===== src/rtl/bc_frame_serializer.sv =====
// bc_frame_serializer: latches a word of 4-bit digits, then emits a barcode
// frame one bar per cycle: start guard "101", one 11-bit code per digit,
// an optional mod-16 check-digit code, stop guard "101", then GAP idle cycles.
// Output bars follow a valid/ready handshake. A bar holds until it is consumed.
module bc_frame_serializer #(
    parameter int DIGITS   = 4,
    parameter int CHECK_EN = 1,
    parameter int GAP      = 2
) (
    input  logic                  clk,
    input  logic                  rst,
    input  logic                  in_valid,
    output logic                  in_ready,
    input  logic [4*DIGITS-1:0]   in_num,
    input  logic                  out_ready,
    output logic                  bc_valid,
    output logic                  bc_bit,
    output logic                  bc_sof,
    output logic                  bc_eof,
    output logic                  busy
);

    // The digit counter only has to reach DIGITS-1.
    // The gap counter only has to reach GAP-1.
    localparam int DW = (DIGITS > 1) ? $clog2(DIGITS) : 1;
    localparam int GW = (GAP > 1) ? $clog2(GAP) : 1;
    localparam logic [DW-1:0] DIGIT_LAST = DW'(DIGITS - 1);
    localparam logic [GW-1:0] GAP_LAST   = GW'((GAP > 0) ? GAP - 1 : 0);

    typedef enum logic [2:0] {
        S_IDLE,
        S_START,
        S_DATA,
        S_CHECK,
        S_STOP,
        S_GAP
    } state_t;

    state_t                 state_reg, state_next;
    logic [3:0]             bit_cnt_reg, bit_cnt_next;      // bar index inside a guard or code
    logic [DW-1:0]          digit_cnt_reg, digit_cnt_next;  // data digit being sent
    logic [4*DIGITS-1:0]    num_reg, num_next;              // remaining digits, current one at top
    logic [3:0]             check_reg, check_next;
    logic [GW-1:0]          gap_cnt_reg, gap_cnt_next;

    logic                   frame_valid;
    logic                   frame_bit;
    logic                   frame_sof;
    logic                   frame_eof;
    logic [3:0]             cur_digit;
    logic [10:0]            cur_code;
    logic [3:0]             in_sum;
    logic [3:0]             in_digit [DIGITS];

    // Digit gi of the incoming word. Digit 0 is the most significant nibble.
    genvar gi;
    generate
        for (gi = 0; gi < DIGITS; gi++) begin : g_digit
            assign in_digit[gi] = in_num[4*(DIGITS-gi)-1 -: 4];
        end
    endgenerate

    // Check digit: 4-bit wrap-around sum of the data digits. Carries are dropped.
    always_comb begin
        in_sum = '0;
        for (int i = 0; i < DIGITS; i++) begin
            in_sum = in_sum + in_digit[i];
        end
    end

    // Bar code of a digit, MSB first: 1,0 then each bit with its complement, then 0.
    function automatic logic [10:0] bar_code(input logic [3:0] d);
        return {2'b10, d[3], ~d[3], d[2], ~d[2], d[1], ~d[1], d[0], ~d[0], 1'b0};
    endfunction

    // The digit being coded comes from the top of the shifted digit register.
    // In CHECK it comes from the latched check digit instead.
    always_comb begin
        cur_digit = (state_reg == S_CHECK) ? check_reg : num_reg[4*DIGITS-1 -: 4];
        cur_code  = bar_code(cur_digit);
    end

    // State and datapath registers, with synchronous reset.
    always_ff @(posedge clk) begin
        if (rst) begin
            state_reg     <= S_IDLE;
            bit_cnt_reg   <= '0;
            digit_cnt_reg <= '0;
            num_reg       <= '0;
            check_reg     <= '0;
            gap_cnt_reg   <= '0;
        end else begin
            state_reg     <= state_next;
            bit_cnt_reg   <= bit_cnt_next;
            digit_cnt_reg <= digit_cnt_next;
            num_reg       <= num_next;
            check_reg     <= check_next;
            gap_cnt_reg   <= gap_cnt_next;
        end
    end

    // Next-state logic and the current bar.
    // Bar counters advance only when a bar is consumed.
    always_comb begin
        state_next     = state_reg;
        bit_cnt_next   = bit_cnt_reg;
        digit_cnt_next = digit_cnt_reg;
        num_next       = num_reg;
        check_next     = check_reg;
        gap_cnt_next   = gap_cnt_reg;
        frame_valid    = 1'b0;
        frame_bit      = 1'b0;
        frame_sof      = 1'b0;
        frame_eof      = 1'b0;

        case (state_reg)
            S_IDLE: begin
                if (in_valid) begin
                    state_next     = S_START;
                    num_next       = in_num;
                    check_next     = in_sum;
                    bit_cnt_next   = '0;
                    digit_cnt_next = '0;
                end
            end
            S_START: begin
                frame_valid = 1'b1;
                frame_bit   = ~bit_cnt_reg[0];
                frame_sof   = (bit_cnt_reg == 4'd0);
                if (out_ready) begin
                    if (bit_cnt_reg == 4'd2) begin
                        state_next   = S_DATA;
                        bit_cnt_next = '0;
                    end else begin
                        bit_cnt_next = bit_cnt_reg + 4'd1;
                    end
                end
            end
            S_DATA: begin
                frame_valid = 1'b1;
                frame_bit   = cur_code[4'd10 - bit_cnt_reg];
                if (out_ready) begin
                    if (bit_cnt_reg == 4'd10) begin
                        bit_cnt_next = '0;
                        if (digit_cnt_reg == DIGIT_LAST) begin
                            state_next = (CHECK_EN != 0) ? S_CHECK : S_STOP;
                        end else begin
                            digit_cnt_next = digit_cnt_reg + DW'(1);
                            num_next       = num_reg << 4;
                        end
                    end else begin
                        bit_cnt_next = bit_cnt_reg + 4'd1;
                    end
                end
            end
            S_CHECK: begin
                frame_valid = 1'b1;
                frame_bit   = cur_code[4'd10 - bit_cnt_reg];
                if (out_ready) begin
                    if (bit_cnt_reg == 4'd10) begin
                        bit_cnt_next = '0;
                        state_next   = S_STOP;
                    end else begin
                        bit_cnt_next = bit_cnt_reg + 4'd1;
                    end
                end
            end
            S_STOP: begin
                frame_valid = 1'b1;
                frame_bit   = ~bit_cnt_reg[0];
                frame_eof   = (bit_cnt_reg == 4'd2);
                if (out_ready) begin
                    if (bit_cnt_reg == 4'd2) begin
                        bit_cnt_next = '0;
                        gap_cnt_next = '0;
                        state_next   = (GAP > 0) ? S_GAP : S_IDLE;
                    end else begin
                        bit_cnt_next = bit_cnt_reg + 4'd1;
                    end
                end
            end
            S_GAP: begin
                if (gap_cnt_reg == GAP_LAST) begin
                    state_next = S_IDLE;
                end else begin
                    gap_cnt_next = gap_cnt_reg + GW'(1);
                end
            end
            default: begin
                state_next = S_IDLE;
            end
        endcase
    end

    // All outputs are forced low while reset is asserted.
    // This holds even on the first reset cycle, before the registers clear.
    always_comb begin
        in_ready = ~rst & (state_reg == S_IDLE);
        busy     = ~rst & (state_reg != S_IDLE);
        bc_valid = ~rst & frame_valid;
        bc_bit   = ~rst & frame_bit;
        bc_sof   = ~rst & frame_sof;
        bc_eof   = ~rst & frame_eof;
    end

endmodule


===== config.mk =====
export PLATFORM = sky130hd
export DESIGN_NAME = bc_frame_serializer
export DESIGN_NICKNAME = d
export VERILOG_FILES = /design/src/rtl/bc_frame_serializer.sv
export SDC_FILE = /design/constraint.sdc
export NUM_CORES = 1
export LEC_CHECK = 0
export BUFFER_PORTS_ARGS = -buffer_cell sky130_fd_sc_hd__clkbuf_2
export CAP_MARGIN = 20
export CORE_ASPECT_RATIO = 0.7
export CORE_MARGIN = 2
export CORE_UTILIZATION = 40
export DETAILED_ROUTE_END_ITERATION = 10
export PLACE_DENSITY = 0.55
export SLEW_MARGIN = 20
export SYNTH_ARGS = -nofsm -noshare
export SYNTH_HDL_FRONTEND = slang
export SYNTH_SLANG_ARGS = --single-unit

===== constraint.sdc =====
create_clock -name clk -period 3.1 [get_ports clk]
set_input_delay 0.465 -clock clk [delete_from_list [all_inputs] [get_ports clk]]
set_output_delay 0.465 -clock clk [all_outputs]
set_load 0.02 [all_outputs]

==> impl_metrics.yaml, run 1 <==
layout:
  largest_reg_flops: 16
  layout.nets: 290
  syn2layout_area_growth_pct: 13.78
  seqCellArea_um2: 600.6
  diodes: 0
  multiInputGateArea_um2: 1257
  drive_gt1_share_pct: 18.92
  fillerInstances: 506
timing:
  period_minus_slack_ns: 2.755
  finalHoldViolations: 0
  final-max-slew-violation-count: 0
  setup_violations: 0
  fin_worst_skew_ns: 0.005592
  worst_slew_margin_rel_pct: 53.14
  fin_crit_sh_pct: 88.88
  worst_pin_slew_ns: 0.7029
  grt_setup_unrepaired: "no"
  clock.fmax_ghz: 0.3629
  final.setup.tns_ns: 0
  setup_slack_ns: 0.3446
critical_path:
  path_class: "register to primary output"
  rrSetupSlack_ns: 0.80
  rr_worst_depth: 7
  critPathRequiredTime_ns: 2.63
  crit_path_end_kind: "primary output"
  rr_endpoint: "state_reg[0]"
  critPathLaunchType: "register"
  worstPathArrival_ns: 2.29
  cp_max_fo: 9
  worstReg2RegStart: "bit_cnt_reg[0]"
placement:
  hpwlAfterDp_mm: 3.237
  io_buffers: 25
  dpl_worst_slack_ns: 0.1248
  gp_congestion: 0.7734
routing:
  finalWirelength_mm: 4.387
  post_drt_via_cell_ratio: 5.119
  num_vias: 1679
  wire_per_inst_um: 13.38
  detail-route-antenna-nets: 0
  drcViolationCount: 0
  firstDrtPassIters: 6
  drt_iter0_drc: 62
global_routing:
  grt.overflow.total: 0
  grt_pass1_wl_mm: 7.645
  grt_pass1_vias: 1575
  grt_util_all_layers_pct: 17.65
  grt_max_degree: 31
  antenna_found_initial: 0
clock_tree:
  cts_made_buffers: 5
  clock_sinks: 30
  cts_tree: "built"
  cts_resized: 0
  insertion_delay_ns: 0.28
  h-tree-depth: 2
  holdBufCountCts: 0
  clockRootBuffer: "clkbuf_8"
  clock_path_buffers: 2
  cts_setup_buffers: 0
  clk_pin_slew_ns: 0.07
synth:
  synth-edff-count: 0
  synthFlopType: "dfxtp_1"
  syn_area_per_cell_um2: 8.389
  yosysSeqAreaShare_pct: 30.21
  synth_cell_types: 49
  synthArstFlopShare_pct: 0
  synth_cells: 237
  ys_ff_latch: 30
  synth.cell_area_um2: 1988
  yosysWarnings: 0
  syn_nets: 269
floorplanning:
  die_w_um: 88.27
  row_count: 21
  io_pins: 26
  initial_core_util_pct: 41.58
  dieArea_um2: 5559
  die_h_um: 62.99
  coreArea_um2: 4782
power:
  leakage_nw: 0.9695
  power_density_nw_per_um2: 757.0
  vdd_ir_drop_max_v: 0.0003055
worst_hold_path:
  hold_end: "num_reg[2]"
  hold_depth: 3
  hold_class: "input pin to register"
  hold_start: "in_num[2]"
job:
  drv_cap: 0
status:
  outcome: "finished clean"
-- worst max-delay path by stage --
stage / slack, ns / end / start
floorplan: 0.30 / check_reg[3] / in_num[1]
global route: 0.18 / bc_bit / bit_cnt_reg[0]
global placement: 0.16 / check_reg[3] / in_num[1]
CTS: 0.33 / bc_bit / bit_cnt_reg[0]
detailed placement: 0.12 / check_reg[3] / in_num[1]
finish: 0.34 / bc_bit / bit_cnt_reg[0]
-- cell type report --
class / count / area share, %
clock inverter: 1 / 0.2212
clock buffer: 7 / 3.816
timing repair buffer: 32 / 7.854
multi-input combinational: 176 / 55.59
tap: 69 / 3.816
inverter: 13 / 2.157
sequential: 30 / 26.55
-- kinds of logic after synthesis --
family,share of synthesized area [%]
xor+xnor,4.406
mux,5.790
buf+inv,7.048
fa+ha+maj,9.818
simple gates,25.61
compound gates,17.12
flops,30.21
-- through the flow --
step	hold WS (ns)	util, %	cells	instance area [um2]	total power, mW
floorplan	0.4456	-	237	1988	1.204
CTS	0.4226	47.31	328	2262	1.733
global placement	0.4594	45.40	320	2171	1.394
finish	0.4331	47.31	328	2262	1.713
global route	0.4485	47.31	328	2262	1.856
detailed placement	0.4647	45.40	320	2171	1.393
-- placed cells by master (no fill, tap or decap), types with 2 or more instances in the layout --
cell      synthesis  final
a211oi_1          3      3
a21oi_1          10      9
a311oi_1         12     12
and3_1            2      2
buf_4             0      7
clkbuf_2          0     25
clkbuf_8          0      6
dfxtp_1          30     30
fa_1              6      6
ha_1              6      6
inv_1            13     13
mux2_2            2      2
mux2i_1           7      7
nand2_1          35     35
nand2b_1          7      7
nand3_1           7      7
nand3b_1          2      2
nand4b_1          2      2
nor2_1           26     26
nor2b_1           5      5
nor3_1            2      2
nor4_1            2      2
nor4b_1           3      2
o211ai_1          2      2
or3_1             2      2
or4_1             2      2
xnor2_1           7      7
xor2_1            3      3
-- layer usage --
| metal | up-vias | global-route usage, % | wire, um |
|---|---|---|---|
| met5 | - | 0 | 0 |
| met4 | 0 | 5.682 | 45 |
| met3 | 5 | 4.359 | 196 |
| met2 | 25 | 23.31 | 1736 |
| met1 | 775 | 27.50 | 2409 |
| li1 | 874 | - | - |
-- Yosys cell counts (2+ instances only) --
cell	number	area share, %
nand2_1	35	6.6
dfxtp_1	30	30
nor2_1	26	4.9
inv_1	13	2.5
a311oi_1	12	5.3
a21oi_1	10	2.5
clkbuf_1	9	1.7
buf_2	7	1.8
mux2i_1	7	3.5
nand2b_1	7	2.2
nand3_1	7	1.8
xnor2_1	7	3.1
fa_1	6	6.0
ha_1	6	3.8
nor2b_1	5	1.6
a211oi_1	3	1.1
nor4b_1	3	1.3
xor2_1	3	1.3
and3_1	2	0.63
buf_6	2	1.1
mux2_2	2	1.1
nand3b_1	2	0.75
nand4b_1	2	0.88
nor3_1	2	0.50
nor4_1	2	0.63
o211ai_1	2	0.75
or3_1	2	0.63
or4_1	2	0.75
-- critical path: stages (launching register included) --
cell and delay (ns):
dfxtp_1 0.49, inv_1 0.17, ha_1 0.44, mux4_2 0.34
o211ai_1 0.21, o311a_1 0.19, clkbuf_2 0.16
-- power by group --
group / switching [mW] / internal [mW]
combinational: 0.475 / 0.336
sequential: 0.0731 / 0.499
clock: 0.150 / 0.179
total: 0.698 / 1.01
Note: power is estimated with default switching activity, not from simulation.
==> run 2: changes to the inputs <==
- CORE_MARGIN: 2 -> 1
==> run 2 against run 1 <==
  * Global-route usage increased by 0.87 points
  * Core utilization is 0.31 points higher
  * Via count is 2.9% higher
  * Final cell count is the same
  * Count of clock-buffer cells in the layout did not move
  * Register-to-register slack hardly changed
==> impl_metrics.yaml, run 2 (synthesis results as in run 1) <==
layout:
  layout.nets: 290
  fillerInstances: 508
  largest_reg_flops: 16
  fin_cells: 328
  stdcell_area_um2: 2277
  drive_gt1_share_pct: 18.53
  syn2layout_area_growth_pct: 14.54
  final_cell_mix: "35 x nand2_1, 30 x dfxtp_1, 26 x nor2_1"
  seqCellArea_um2: 600.6
  final_core_util_pct: 47.62
  multiInputGateArea_um2: 1257
  layout_commonest_cell: "nand2_1"
  diodes: 0
critical_path:
  path_class: "register to primary output"
  critPathRequiredTime_ns: 2.63
  rr_endpoint: "state_reg[0]"
  crit_path_end_kind: "primary output"
  rr_worst_depth: 7
  rrSetupSlack_ns: 0.81
  cp_max_fo: 9
  worstPathArrival_ns: 2.28
  worstReg2RegStart: "bit_cnt_reg[0]"
  crit_start: "bit_cnt_reg[0]"
  critPathCapture: "bc_bit"
  critPathLaunchType: "register"
floorplanning:
  coreArea_um2: 4782
  initial_core_util_pct: 41.58
  io_pins: 26
  row_count: 21
  die_h_um: 60.99
  die_w_um: 86.27
  dieArea_um2: 5261
routing:
  firstDrtPassIters: 4
  post_drt_via_cell_ratio: 5.265
  finalWirelength_mm: 4.417
  wire_per_inst_um: 13.47
  detail-route-antenna-nets: 0
  num_vias: 1727
  drt_iter0_drc: 71
  drcViolationCount: 0
placement:
  io_buffers: 25
  place_area_um2: 2171
  dp_cells: 320
  hpwlAfterDp_mm: 3.196
  gp_congestion: 0.7658
  dpl_worst_slack_ns: 0.1022
job:
  drv_cap: 0
timing:
  clock.fmax_ghz: 0.3642
  worst_pin_slew_ns: 0.6685
  setup_violations: 0
  setup_slack_ns: 0.3546
  fin_crit_sh_pct: 88.56
  grt_setup_unrepaired: "no"
  final-max-slew-violation-count: 0
  period_minus_slack_ns: 2.745
  fin_worst_skew_ns: 0.005725
  finalHoldViolations: 0
  final.setup.tns_ns: 0
  worst_slew_margin_rel_pct: 55.29
power:
  power_density_nw_per_um2: 778.9
  leakage_nw: 0.9737
  vdd_ir_drop_max_v: 0.0004446
  p_sw_share_pct: 39.34
  p_clk_share_pct: 21.6
  comb_power_share_pct: 46.1
  pwr-share-seq_pct: 32.2
  p_int_mw: 1.076
  power_switching_uw: 697.9
clock_tree:
  cts_tree: "built"
  cts_made_buffers: 5
  clock_path_buffers: 2
  cts_resized: 0
  clockRootBuffer: "clkbuf_8"
  h-tree-depth: 2
  clk_pin_slew_ns: 0.06
  cts_setup_buffers: 0
  holdBufCountCts: 0
  clock_sinks: 30
  insertion_delay_ns: 0.28
global_routing:
  antenna_found_initial: 0
  grt_util_all_layers_pct: 18.52
  grt_pass1_vias: 1529
  grt.overflow.total: 0
  grt_max_degree: 31
  grt_pass1_wl_mm: 7.417
worst_hold_path:
  hold_class: "input pin to register"
status:
  outcome: "finished clean"
[run 2: changes by cell type in the layout (fill, tap and decap cells not counted), sizes merged]
cell and change:
bufinv +1, clkinv -1
[run 2: per-stage QoR]
stage | total power, mW | hold slack (ns)
finish | 1.774 | 0.4400
global route | 1.915 | 0.4495
CTS | 1.790 | 0.4293
detailed placement | 1.398 | 0.4617
global placement | 1.394 | 0.4563
floorplan | 1.204 | 0.4456
[run 2: layout make-up]
| type | count | share of cell area, % |
|---|---|---|
| multi-input combinational | 176 | 55.22 |
| sequential | 30 | 26.37 |
| timing repair buffer | 32 | 7.802 |
| tap | 69 | 3.791 |
| clock buffer | 7 | 3.352 |
| inverter | 13 | 2.143 |
| clock inverter | 1 | 1.319 |
[run 2: worst min-delay path by stage]
stage | startpoint | to | slack, ns | depth (start not counted)
5_1_grt | in_num[3] | num_reg[3] | 0.45 | 3
6_report | in_num[2] | num_reg[2] | 0.44 | 3
4_1_cts | in_num[2] | num_reg[2] | 0.43 | 3
3_3_place_gp | num_reg[1] | num_reg[1] | 0.46 | 2
3_5_place_dp | num_reg[3] | num_reg[3] | 0.46 | 2
2_1_floorplan | num_reg[0] | num_reg[0] | 0.45 | 2
[run 2: worst max-delay path: stages (launching register included)]
cell,delay (ns)
dfxtp_1,0.48
inv_1,0.17
ha_1,0.45
mux4_2,0.35
o211ai_1,0.19
o311a_1,0.19
clkbuf_2,0.17
[run 2: routing by layer]
metal	wire (um)	global-route usage, %
met1	2477	28.00
met2	1760	26.76
met3	170	4.490
met4	8	3.571
met5	0	0
[run 2: power by group through the flow]
| stage | Sequential, mW | Clock (mW) | Combinational, mW |
|---|---|---|---|
| 6_report | 0.572 | 0.384 | 0.818 |
| 2_1_floorplan | 0.557 | 0 | 0.648 |
| 5_1_grt | 0.586 | 0.414 | 0.915 |
| 4_1_cts | 0.572 | 0.396 | 0.822 |
| 3_3_place_gp | 0.578 | 0 | 0.817 |
| 3_5_place_dp | 0.579 | 0 | 0.819 |
==> run 3: changes to the inputs <==
- CAP_MARGIN: 20 -> not set
- PLACE_DENSITY: 0.55 -> not set
==> run 3 against run 2 <==
  * Setup slack worse by 0.051 ns
  * Core utilization rose by 0.078 points
  * Count of clock-buffer cells in the layout rose by 1
  * Clock skew shrank 0.0036 ns
  * Critical endpoint unchanged
  * Critical path depth is the same
  * Register-to-register slack got worse by 0.03 ns
  * Total power down 0.42%
  * Final cell count stayed put
  * Via count shrank 1.1%
  * Hold slack lost 0.0049 ns
  * Non-clock buffer count did not move
==> impl_metrics.yaml, run 3 (synthesis results as in run 1) <==
status:
  outcome: "finished clean"
timing:
  fin_crit_sh_pct: 90.19
  worst_pin_slew_ns: 0.6652
  final.setup.tns_ns: 0
  period_minus_slack_ns: 2.796
  worst_slew_margin_rel_pct: 55.66
  clock.fmax_ghz: 0.3577
  setup_violations: 0
  final-max-slew-violation-count: 0
  fin_worst_skew_ns: 0.002104
  grt_setup_unrepaired: "no"
  finalHoldViolations: 0
routing:
  post_drt_via_cell_ratio: 5.207
  detail-route-antenna-nets: 0
  num_vias: 1708
  finalWirelength_mm: 4.473
  drcViolationCount: 0
  drt_iter0_drc: 79
  wire_per_inst_um: 13.64
  firstDrtPassIters: 6
critical_path:
  rr_worst_depth: 7
  path_cells: "inv_1, ha_1, mux4_2, o211ai_1, o311a_1, clkbuf_2"
  rrSetupSlack_ns: 0.78
  worstReg2RegStart: "bit_cnt_reg[0]"
  crit_path_max_incr_delay_ns: 0.48
  cp_max_fo: 9
  rr_endpoint: "state_reg[0]"
  crit_path_end_kind: "primary output"
  cp_top_family: "flip-flops"
  critPathBufInv: 2
  path_class: "register to primary output"
  critPathLaunchType: "register"
  crit_slowest_cell: "dfxtp_1"
  worstPathArrival_ns: 2.33
  critPathRequiredTime_ns: 2.63
worst_hold_path:
  hold_end: "num_reg[3]"
  hold_depth: 3
  hold_start: "in_num[3]"
  hold_class: "input pin to register"
clock_tree:
  holdBufCountCts: 0
  clock_sinks: 30
  insertion_delay_ns: 0.29
  clockRootBuffer: "clkbuf_8"
  clock_path_buffers: 2
  cts_resized: 0
  cts_setup_buffers: 0
  clk_pin_slew_ns: 0.06
  cts_made_buffers: 5
  h-tree-depth: 2
  cts_tree: "built"
power:
  p_clk_share_pct: 21.4
  power_density_nw_per_um2: 774.4
  comb_power_share_pct: 46.3
  p_int_mw: 1.061
  leakage_nw: 0.9788
  pwr-share-seq_pct: 32.3
  vdd_ir_drop_max_v: 0.0004397
  power_switching_uw: 705.8
  p_sw_share_pct: 39.96
layout:
  final_cell_mix: "35 x nand2_1, 30 x dfxtp_1, 26 x nor2_1"
  layout_commonest_cell: "nand2_1"
  drive_gt1_share_pct: 19.31
  layout.nets: 290
  largest_reg_flops: 16
  diodes: 0
  fin_cells: 328
  syn2layout_area_growth_pct: 14.73
  final_core_util_pct: 47.70
floorplanning:
  die_w_um: 86.27
  coreArea_um2: 4782
  die_h_um: 60.99
  io_pins: 26
  initial_core_util_pct: 41.58
  dieArea_um2: 5261
  row_count: 21
placement:
  hpwlAfterDp_mm: 3.214
  dp_cells: 320
  io_buffers: 25
  gp_congestion: 0.7805
global_routing:
  antenna_found_initial: 0
  grt_util_all_layers_pct: 19.23
  grt.overflow.total: 0
  grt_max_degree: 31
  grt_pass1_vias: 1603
  grt_pass1_wl_mm: 7.652
job:
  drv_cap: 0
[run 3: cell count changes in the layout (fill, tap and decap cells not counted)]
cell / delta
bufinv_16: -1
clkbuf_1: -2
clkbuf_8: +3
[run 3: layout make-up]
| type | instances | area [um2] |
|---|---|---|
| Timing Repair Buffer | 32 | 177.7 |
| Fill cell | 493 | 2501 |
| Clock buffer | 8 | 110.1 |
| Multi-Input combinational cell | 176 | 1257 |
| Tap cell | 69 | 86.33 |
| Sequential cell | 30 | 600.6 |
| Inverter | 13 | 48.80 |
[run 3: worst max path at each step]
stage / from / end / slack (ns) / cells after the start
after floorplan: in_num[1] / check_reg[3] / 0.30 / 11
after global placement: in_num[1] / check_reg[3] / 0.15 / 12
after detailed placement: in_num[1] / check_reg[3] / 0.08 / 12
after CTS: bit_cnt_reg[0] / bc_bit / 0.30 / 6
after global routing: bit_cnt_reg[0] / bc_bit / 0.16 / 6
final: bit_cnt_reg[0] / bc_bit / 0.30 / 6
[run 3: stage by stage]
step	setup WS (ns)	hold slack, ns	total power, mW	instance area (um2)
after floorplan	0.2984	0.4456	1.204	1988
after global placement	0.1515	0.4560	1.385	2171
after detailed placement	0.07842	0.4654	1.393	2171
after CTS	0.3034	0.4343	1.775	2281
after global routing	0.1649	0.4460	1.916	2281
final	0.3040	0.4352	1.766	2281
[run 3: metal layers]
| layer | GRT usage [%] | share of wire (%) | up-vias | wire length, um |
|---|---|---|---|---|
| met2 | 28.68 | 41 | 23 | 1837 |
| li1 | - | - | 881 | - |
| met1 | 27.29 | 54 | 798 | 2418 |
| met5 | 0 | 0 | - | 0 |
| met4 | 6.667 | 1.2 | 0 | 54 |
| met3 | 4.762 | 3.6 | 6 | 162 |
[run 3: tightest hold or removal path, delay by kind of cell]
kind	cells	cell delay (ns)
AO/OA/AOI/OAI	1	0.06
buffers and inverters	1	0.09
AND/OR/NAND/NOR	1	0.06
[run 3: power groups by stage]
stage,logic [mW],clock network (mW),registers [mW]
finish,0.819,0.377,0.570
detailed placement,0.814,0,0.578
global placement,0.808,0,0.577
CTS,0.818,0.386,0.571
global route,0.926,0.406,0.583
floorplan,0.648,0,0.557
